### config.mk
export PLATFORM = sky130hd
export DESIGN_NAME = ras_stack
export DESIGN_NICKNAME = d
export VERILOG_FILES = /design/src/rtl/ras_stack.sv
export SDC_FILE = /design/constraint.sdc
export NUM_CORES = 1
export LEC_CHECK = 0
export ABC_AREA = 1
export ABC_CLOCK_PERIOD_IN_PS = 6100
export BUFFER_PORTS_ARGS = -buffer_cell sky130_fd_sc_hd__buf_2
export CAP_MARGIN = 20
export CORE_MARGIN = 2
export CORE_UTILIZATION = 40
export DETAILED_ROUTE_END_ITERATION = 10
export SETUP_SLACK_MARGIN = 0.05
export SLEW_MARGIN = 30
export SYNTH_ARGS = -nofsm -noshare
export SYNTH_HDL_FRONTEND = slang
export SYNTH_SLANG_ARGS = --single-unit
### constraint.sdc
create_clock -name clk -period 6.1 [get_ports clk]
set_clock_uncertainty 0.05 [all_clocks]
set_input_delay 0.305 -clock clk [delete_from_list [all_inputs] [get_ports clk]]
set_output_delay 0.305 -clock clk [all_outputs]
set_load 0.02 [all_outputs]
### src/rtl/ras_stack.sv
// Return address stack: push on predicted calls, pop on predicted returns, checkpoint/repair on mispredict; next-cycle visibility, no backpressure.
// Optional RAS_REPAIR_EN adds ckpt_top_o/recover_top_i so recovery also rewrites the restored top entry.
module ras_stack #(
    parameter int RAS_DEPTH       = 16,
    parameter int RAS_PTR_W       = 4,
    parameter int RAS_PUSH_OFFSET = 4
) (
    input  logic                 clk,
    input  logic                 rst_n,
    input  logic                 predict_valid_i,
    input  logic                 predict_is_call_i,
    input  logic                 predict_is_return_i,
    input  logic [31:0]          predict_pc_i,
    output logic                 ras_valid_o,
    output logic [31:0]          ras_target_o,
    output logic [RAS_PTR_W-1:0] ckpt_ptr_o,
    output logic [RAS_PTR_W:0]   ckpt_count_o,
`ifdef RAS_REPAIR_EN
    output logic [31:0]          ckpt_top_o,
`endif
    input  logic                 recover_valid_i,
    input  logic [RAS_PTR_W-1:0] recover_ptr_i,
    input  logic [RAS_PTR_W:0]   recover_count_i,
`ifdef RAS_REPAIR_EN
    input  logic [31:0]          recover_top_i,
`endif
    output logic                 overflow_o,
    output logic                 underflow_o
);

    localparam logic [RAS_PTR_W:0]   CNT_FULL = (RAS_PTR_W+1)'(RAS_DEPTH);
    localparam logic [RAS_PTR_W:0]   CNT_ONE  = (RAS_PTR_W+1)'(1);
    localparam logic [RAS_PTR_W-1:0] PTR_ONE  = RAS_PTR_W'(1);

    logic [31:0]          stack_q [RAS_DEPTH];
    logic [RAS_PTR_W-1:0] tos_q, tos_d;
    logic [RAS_PTR_W:0]   count_q, count_d;
    logic                 wr_en;
    logic [RAS_PTR_W-1:0] wr_idx;
    logic [31:0]          wr_dat;
    logic                 ovf_d, unf_d;
    logic [31:0]          ret_addr;
    logic [31:0]          top_dat;

    assign ret_addr = predict_pc_i + 32'(RAS_PUSH_OFFSET);
    assign top_dat  = stack_q[tos_q];

    assign ras_valid_o  = (count_q != '0);
    assign ras_target_o = top_dat;
    assign ckpt_ptr_o   = tos_q;
    assign ckpt_count_o = count_q;
`ifdef RAS_REPAIR_EN
    assign ckpt_top_o   = top_dat;
`endif

    always_comb begin
        tos_d   = tos_q;
        count_d = count_q;
        wr_en   = 1'b0;
        wr_idx  = tos_q;
        wr_dat  = ret_addr;
        ovf_d   = 1'b0;
        unf_d   = 1'b0;
        if (recover_valid_i) begin
            tos_d   = recover_ptr_i;
            count_d = recover_count_i;
`ifdef RAS_REPAIR_EN
            wr_en   = 1'b1;
            wr_idx  = recover_ptr_i;
            wr_dat  = recover_top_i;
`endif
        end else if (predict_valid_i) begin
            case ({predict_is_call_i, predict_is_return_i})
                2'b10: begin
                    // A full stack keeps its count; the write lands on the oldest slot.
                    wr_en  = 1'b1;
                    wr_idx = tos_q + PTR_ONE;
                    tos_d  = tos_q + PTR_ONE;
                    if (count_q == CNT_FULL) begin
                        ovf_d = 1'b1;
                    end else begin
                        count_d = count_q + CNT_ONE;
                    end
                end
                2'b01: begin
                    if (count_q == '0) begin
                        unf_d = 1'b1;
                    end else begin
                        tos_d   = tos_q - PTR_ONE;
                        count_d = count_q - CNT_ONE;
                    end
                end
                2'b11: begin
                    // Pop-then-push collapses to replacing the top in place.
                    wr_en  = 1'b1;
                    wr_idx = tos_q;
                    if (count_q == '0) begin
                        count_d = CNT_ONE;
                    end
                end
                default: ;
            endcase
        end
    end

    always_ff @(posedge clk or negedge rst_n) begin
        if (!rst_n) begin
            tos_q       <= '0;
            count_q     <= '0;
            overflow_o  <= 1'b0;
            underflow_o <= 1'b0;
            for (int i = 0; i < RAS_DEPTH; i++) begin
                stack_q[i] <= '0;
            end
        end else begin
            tos_q       <= tos_d;
            count_q     <= count_d;
            overflow_o  <= ovf_d;
            underflow_o <= unf_d;
            if (wr_en) begin
                stack_q[wr_idx] <= wr_dat;
            end
        end
    end

endmodule

# Word-level counts from Yosys, hierarchy flattened

Cells that the tools add are included.

Add/sub/neg operators: 5
$mul: 0
Div/mod/pow operators: 0
$lt $le $gt $ge: 3
Equality and inequality tests: 7
Shifts and indexed selects: 0
Muxes and demuxes: 30
Bitwise gates (word level): 2
Reductions and logical operators: 9

Operator list:

| cell                  | count |
|---|---|
| $bwmux 512            | 1 |
| $bmux 32 s4           | 1 |
| $demux 32 s4          | 1 |
| $mux 32               | 3 |
| $add 32x3->32 const B | 1 |
| $mux 5                | 5 |
| $mux 4                | 6 |
| $pmux 5 s3            | 1 |
| $mux 1                | 11 |
| $ge 5x5->1 const B    | 2 |
| $not 4->5             | 2 |
| $ne 3x3->1 const B    | 3 |
| $pmux 4 s2            | 1 |
| $add 5x1->5 const B   | 1 |
| $eq 5x5->1 const B    | 1 |
| $logic_not 5->1       | 1 |
| $lt 5x1->1 const B    | 1 |
| $reduce_and 5->1      | 1 |
| $reduce_bool 5->1     | 1 |
| $sub 5x1->5 const B   | 1 |
| $add 4x1->4 const B   | 1 |
| $eq 2x2->1 const B    | 2 |
| $reduce_bool 4->1     | 1 |
| $sub 4x1->4 const B   | 1 |
| 6 further kinds       | 6 |

Register bits: 523
Bits in latches: 0
Memory bits (writable): 0
Memory bits (read-only): 0
Bits of input ports: 47
Output and inout port bits: 44
Memories kept: 0

# Longest topological paths before layout

Depth in word-level cells: 10
Gate-level depth with buffers: 15
Mapped depth without buffers: 14

# Worst setup path after synthesis

No wires, ideal clock.

Path kind: register to register
From: reg tos_q[0], in the netlist ckpt_ptr_o[0]
To: reg stack_q[101] (netlist bit)
Setup time: 117 ps
Data arrival time: 2565 ps
Required time: 5933 ps
Setup slack: 3368 ps
Stages on the path, launching flop included: 13
Path through: dfrtp_1 buf_4 inv_2 clkbuf_1 clkbuf_1 ha_1 o21ai_1 nand3_2 inv_2 nand2_1 buf_2 nand2_1 nand2_1

Longest elaborated chain between the ends: 10
Elaborated cells on any way between the ends: 11

RTL lines:

| element                                                        | RTL line | source |
|---|---|---|
| start: declaration                                             | 36       | `logic [RAS_PTR_W-1:0] tos_q, tos_d;` |
| start signal: assignment                                       | 116      | `tos_q <= tos_d;` |
| $add 4x1->4                                                    | 77       | `wr_idx = tos_q + PTR_ONE;` |
| $mux 4                                                         | 73       | `case ({predict_is_call_i, predict_is_return_i})` |
| $mux 4                                                         | 72       | `end else if (predict_valid_i) begin` |
| $mux 4 (*)                                                     | 64       | `if (recover_valid_i) begin` |
| $not 4->5 (implied by the code) (*)                            | 121      | `stack_q[wr_idx] <= wr_dat;` |
| $ge 5x5->1 (implied by the code) or $lt 5x1->1 (tied branches) | 121      |  |
| $logic_and 1x1->1 (implied by the code)                        | 121      |  |
| $mux 32 (implied by the code)                                  | 121      |  |
| $demux 32 s4 (*)                                               | 121      |  |
| $bwmux 512 (*)                                                 | 121      |  |
| end signal: indexed assignment                                 | 121      |  |
| end: declaration                                               | 35       | `logic [31:0] stack_q [RAS_DEPTH];` |

Mark *: on every way between the ends. The rest lies on a longest branch, timed or not.
A chain may end at the register's enable or synchronous reset.

# Final worst setup path

From: reg tos_q[0], in the netlist ckpt_ptr_o[0]
To: out ras_target_o[11]

Longest elaborated chain between the ends: 4

RTL lines:

| element                                    | RTL line | source |
|---|---|---|
| $not 4->5 (implied by the code)            | 46       | `assign top_dat = stack_q[tos_q];` |
| $bmux 32 s4                                | 46       |  |
| $mux 32 (implied by the code) (2 in a row) | 46       |  |
| end: declaration                           | 15       | `output logic [31:0] ras_target_o,` |

Every way passes these cells. The select of a mux whose other input is x is not followed.

==> metrics.csv <==
stage;metric;value;unit
worst_setup_path;cpPeakStageDelay;880;ps
place;gp_congestion;0.861;
clock_tree;cts_sinks;523;
routing;drc;0;
yosys;async_flop_share;100;%
final_layout;area_growth;11.6;%
final_layout;layout.cells.most_common;nand2_1;
power_and_ir_drop;ir_drop;0.260;mV
timing;max_freq;0.247;GHz
floorplanning;die_x;259;um
timing;slew_viol_final;0;
yosys;synth_xor_area_share;0.839;%
yosys;synth_edf_count;0;
yosys;ys_seq_area_share;50.2;%
outcome;status;finished clean;
final_layout;final_cell_mix;1700 x nand2_1, 519 x dfrtp_1, 414 x nor2_1;
yosys;synth_top_family_by_area;simple AND/OR/NAND/NOR gates;
routing;wirelength;88300;um
floorplanning;ios;91;
worst_setup_path;critical-path-top-delay-family;buffers and inverters;
routing;vias;23500;
clock_tree;cts_max_level;2;
yosys;yosys.area_share.simple;34.0;%
clock_tree;cts_resized;0;
timing;rsz0062_at_grt;false;
worst_setup_path;end_kind;output port;
yosys;synth_compound_area_share;9.44;%
final_layout;fillers;6588;
clock_tree;path_clk_slew;60;ps
timing;worst_pin_slew;1010;ps
worst_setup_path;cp_cell_sequence;buf_6 -> buf_4 -> o21ai_0 -> o221ai_1 -> nand3_1 -> nand2_1 -> buf_2;
clock_tree;cts_buffers;56;
grt;grt_overflow;0;
clock_tree;cts_tree;done;
timing;relSlewSlack;32.7;%
yosys;syn_inst;3508;
yosys;synth_fp_nets;3564;
grt;grt_pass1_vias;22300;
place;place_inst;4253;
yosys;synth_fa_ha_area_share;0.432;%
place;hpwl;48900;um
floorplanning;die_h;259;um
power_and_ir_drop;p_per_area;385;mW/mm^2
final_layout;regArea;0.0131;sq mm
grt;antenna_found_initial;1;
worst_setup_path;startpoint;ckpt_ptr_o[0]$_DFFE_PN0P_;
worst_setup_path;r2r_start;ckpt_ptr_o[3]$_DFFE_PN0P_;
yosys;synth_cell_type_count;39;
clock_tree;root_buffer;clkbuf_16;
grt;grt_max_degree;179;
timing;setup_total_negative_slack;0;ps
grt;grt_usage;26.3;%
yosys;synth_ff_type;dfrtp_1;
worst_setup_path;crit_path_max_fanout;91;
final_layout;multi_input_area;0.0118;sq mm
final_layout;final_cells;4370;
floorplanning;die_area;0.0673;sq mm
worst_setup_path;critPathKind;reg2out;
routing;drt_iter0_drc;2343;
clock_tree;clock_latency;610;ps
yosys;syn_area;0.0261;sq mm
final_layout;drive_gt1_share;8.59;%
routing;final_antenna_net_count;0;
yosys;ys_ff_latch;523;
timing;finalSetupViolCount;0;
routing;dr.pass1.iters;7;
hold_path;min_from;recover_count_i[3];
yosys;yosys_warnings;0;
timing;fin_crit;4050;ps
routing;via_per_inst;5.38;
clock_tree;cts_buffer_depth;3;
grt;grt_pass1_wl;137000;um
place;portBuffers;90;
flow_run;maxCapViolCount;0;
worst_setup_path;crit_required;5740;ps
timing;period_share;66.4;%
power_and_ir_drop;p_leak;15.3;nW
routing;wl_per_cell;20.2;um
final_layout;nets;3525;
yosys;avgSynthCellArea;7.44;sq um
worst_setup_path;worstSetupStartpointType;register;
yosys;synthMuxAreaShare;0;%
worst_setup_path;crit_arrival;3700;ps
floorplanning;core;0.0645;sq mm
timing;finalHoldViolCount;0;
worst_setup_path;cpMaxStageDelayCell;buf_4;
hold_path;min_path_type;in2reg;
worst_setup_path;critical_path_buf_inv_count;3;
floorplanning;row_count;93;
floorplanning;start_util;40.5;%
## synthesized netlist by cell type, drive strengths merged (13+ instances only)
library cell	number	area [sq um]
o21ai	271	1390
o221ai	36	315
inv	40	153
nand2	1722	6520
nand3b	13	97.6
dfrtp	523	13100
o211ai	92	691
buf	141	788
nor2	438	1740
xor2	13	166
clkbuf	102	383
nand3	85	483
## logic make-up after synthesis
| logic type | after synthesis |
|---|---|
| compound gates | 410 |
| xor+xnor | 19 |
| fa+ha+maj | 9 |
| buf+inv | 284 |
| flops | 523 |
| simple gates | 2263 |
## state kept, by name, indices dropped and copies added (netlist names)
name	count
ckpt_count_o	5
stack_q	512
overflow_o	1
ckpt_ptr_o	4
underflow_o	1
## through the flow
step	hold WS (ps)	power, mW	worst slack [ps]	util (%)	instance area (sq um)
2_1_floorplan	-40.6	6.82	3370	-	26100
3_3_place_gp	398	7.66	2490	41.8	26900
3_5_place_dp	398	7.72	2440	41.9	27000
4_1_cts	27.7	11.2	1890	45.0	29000
5_1_grt	56.3	11.9	1890	45.2	29100
6_report	48.8	11.2	2050	45.2	29100
## worst min-delay path: stages
cell	delay, ps
buf_2	90
nand2_1	50
inv_1	50
nor3_1	40
a21oi_1	120
## layout make-up
cell class	instances	share of cell area (%)
Antenna cell	1	0.00860
Clock buffer	87	5.73
Clock inverter	16	0.653
Inverter	41	0.572
Multi-Input combinational cell	2701	40.6
Sequential cell	523	45.0
Tap cell	855	3.67
Timing Repair Buffer	146	3.73
## final timing paths
path | endpoint | slack, ps | cells after the start
worst max-delay path | ras_target_o[11] | 2050 | 7
worst min-delay path | ckpt_count_o[3]$_DFFE_PN0P_ | 50 | 5
min in group asynchronous | stack_q[227]$_DFFE_PN0P_ | 120 | 2
worst max register to register | stack_q[253]$_DFFE_PN0P_ | 2360 | 11
max in group asynchronous | stack_q[286]$_DFFE_PN0P_ | 4550 | 4
worst min register to register | stack_q[233]$_DFFE_PN0P_ | 410 | 2
## where the power goes
group | internal (mW) | switching (mW)
Combinational | 0.922 | 1.79
Sequential | 4.44 | 0.554
Clock | 2.04 | 1.45
## what timing repair did
action                                 CTS  global route
setup buffers                            0             0
endpoints found under the hold margin  116             0
hold buffers                             9             0
## per-layer routing
layer	share of wire, %	vias to the layer above	global-route usage, %
li1	-	11000	-
met1	44	11400	37.3
met2	46	968	41.8
met3	7.8	165	3.99
met4	2.9	0	7.74
met5	0	-	0
Note: power is estimated with default switching activity, not from simulation.
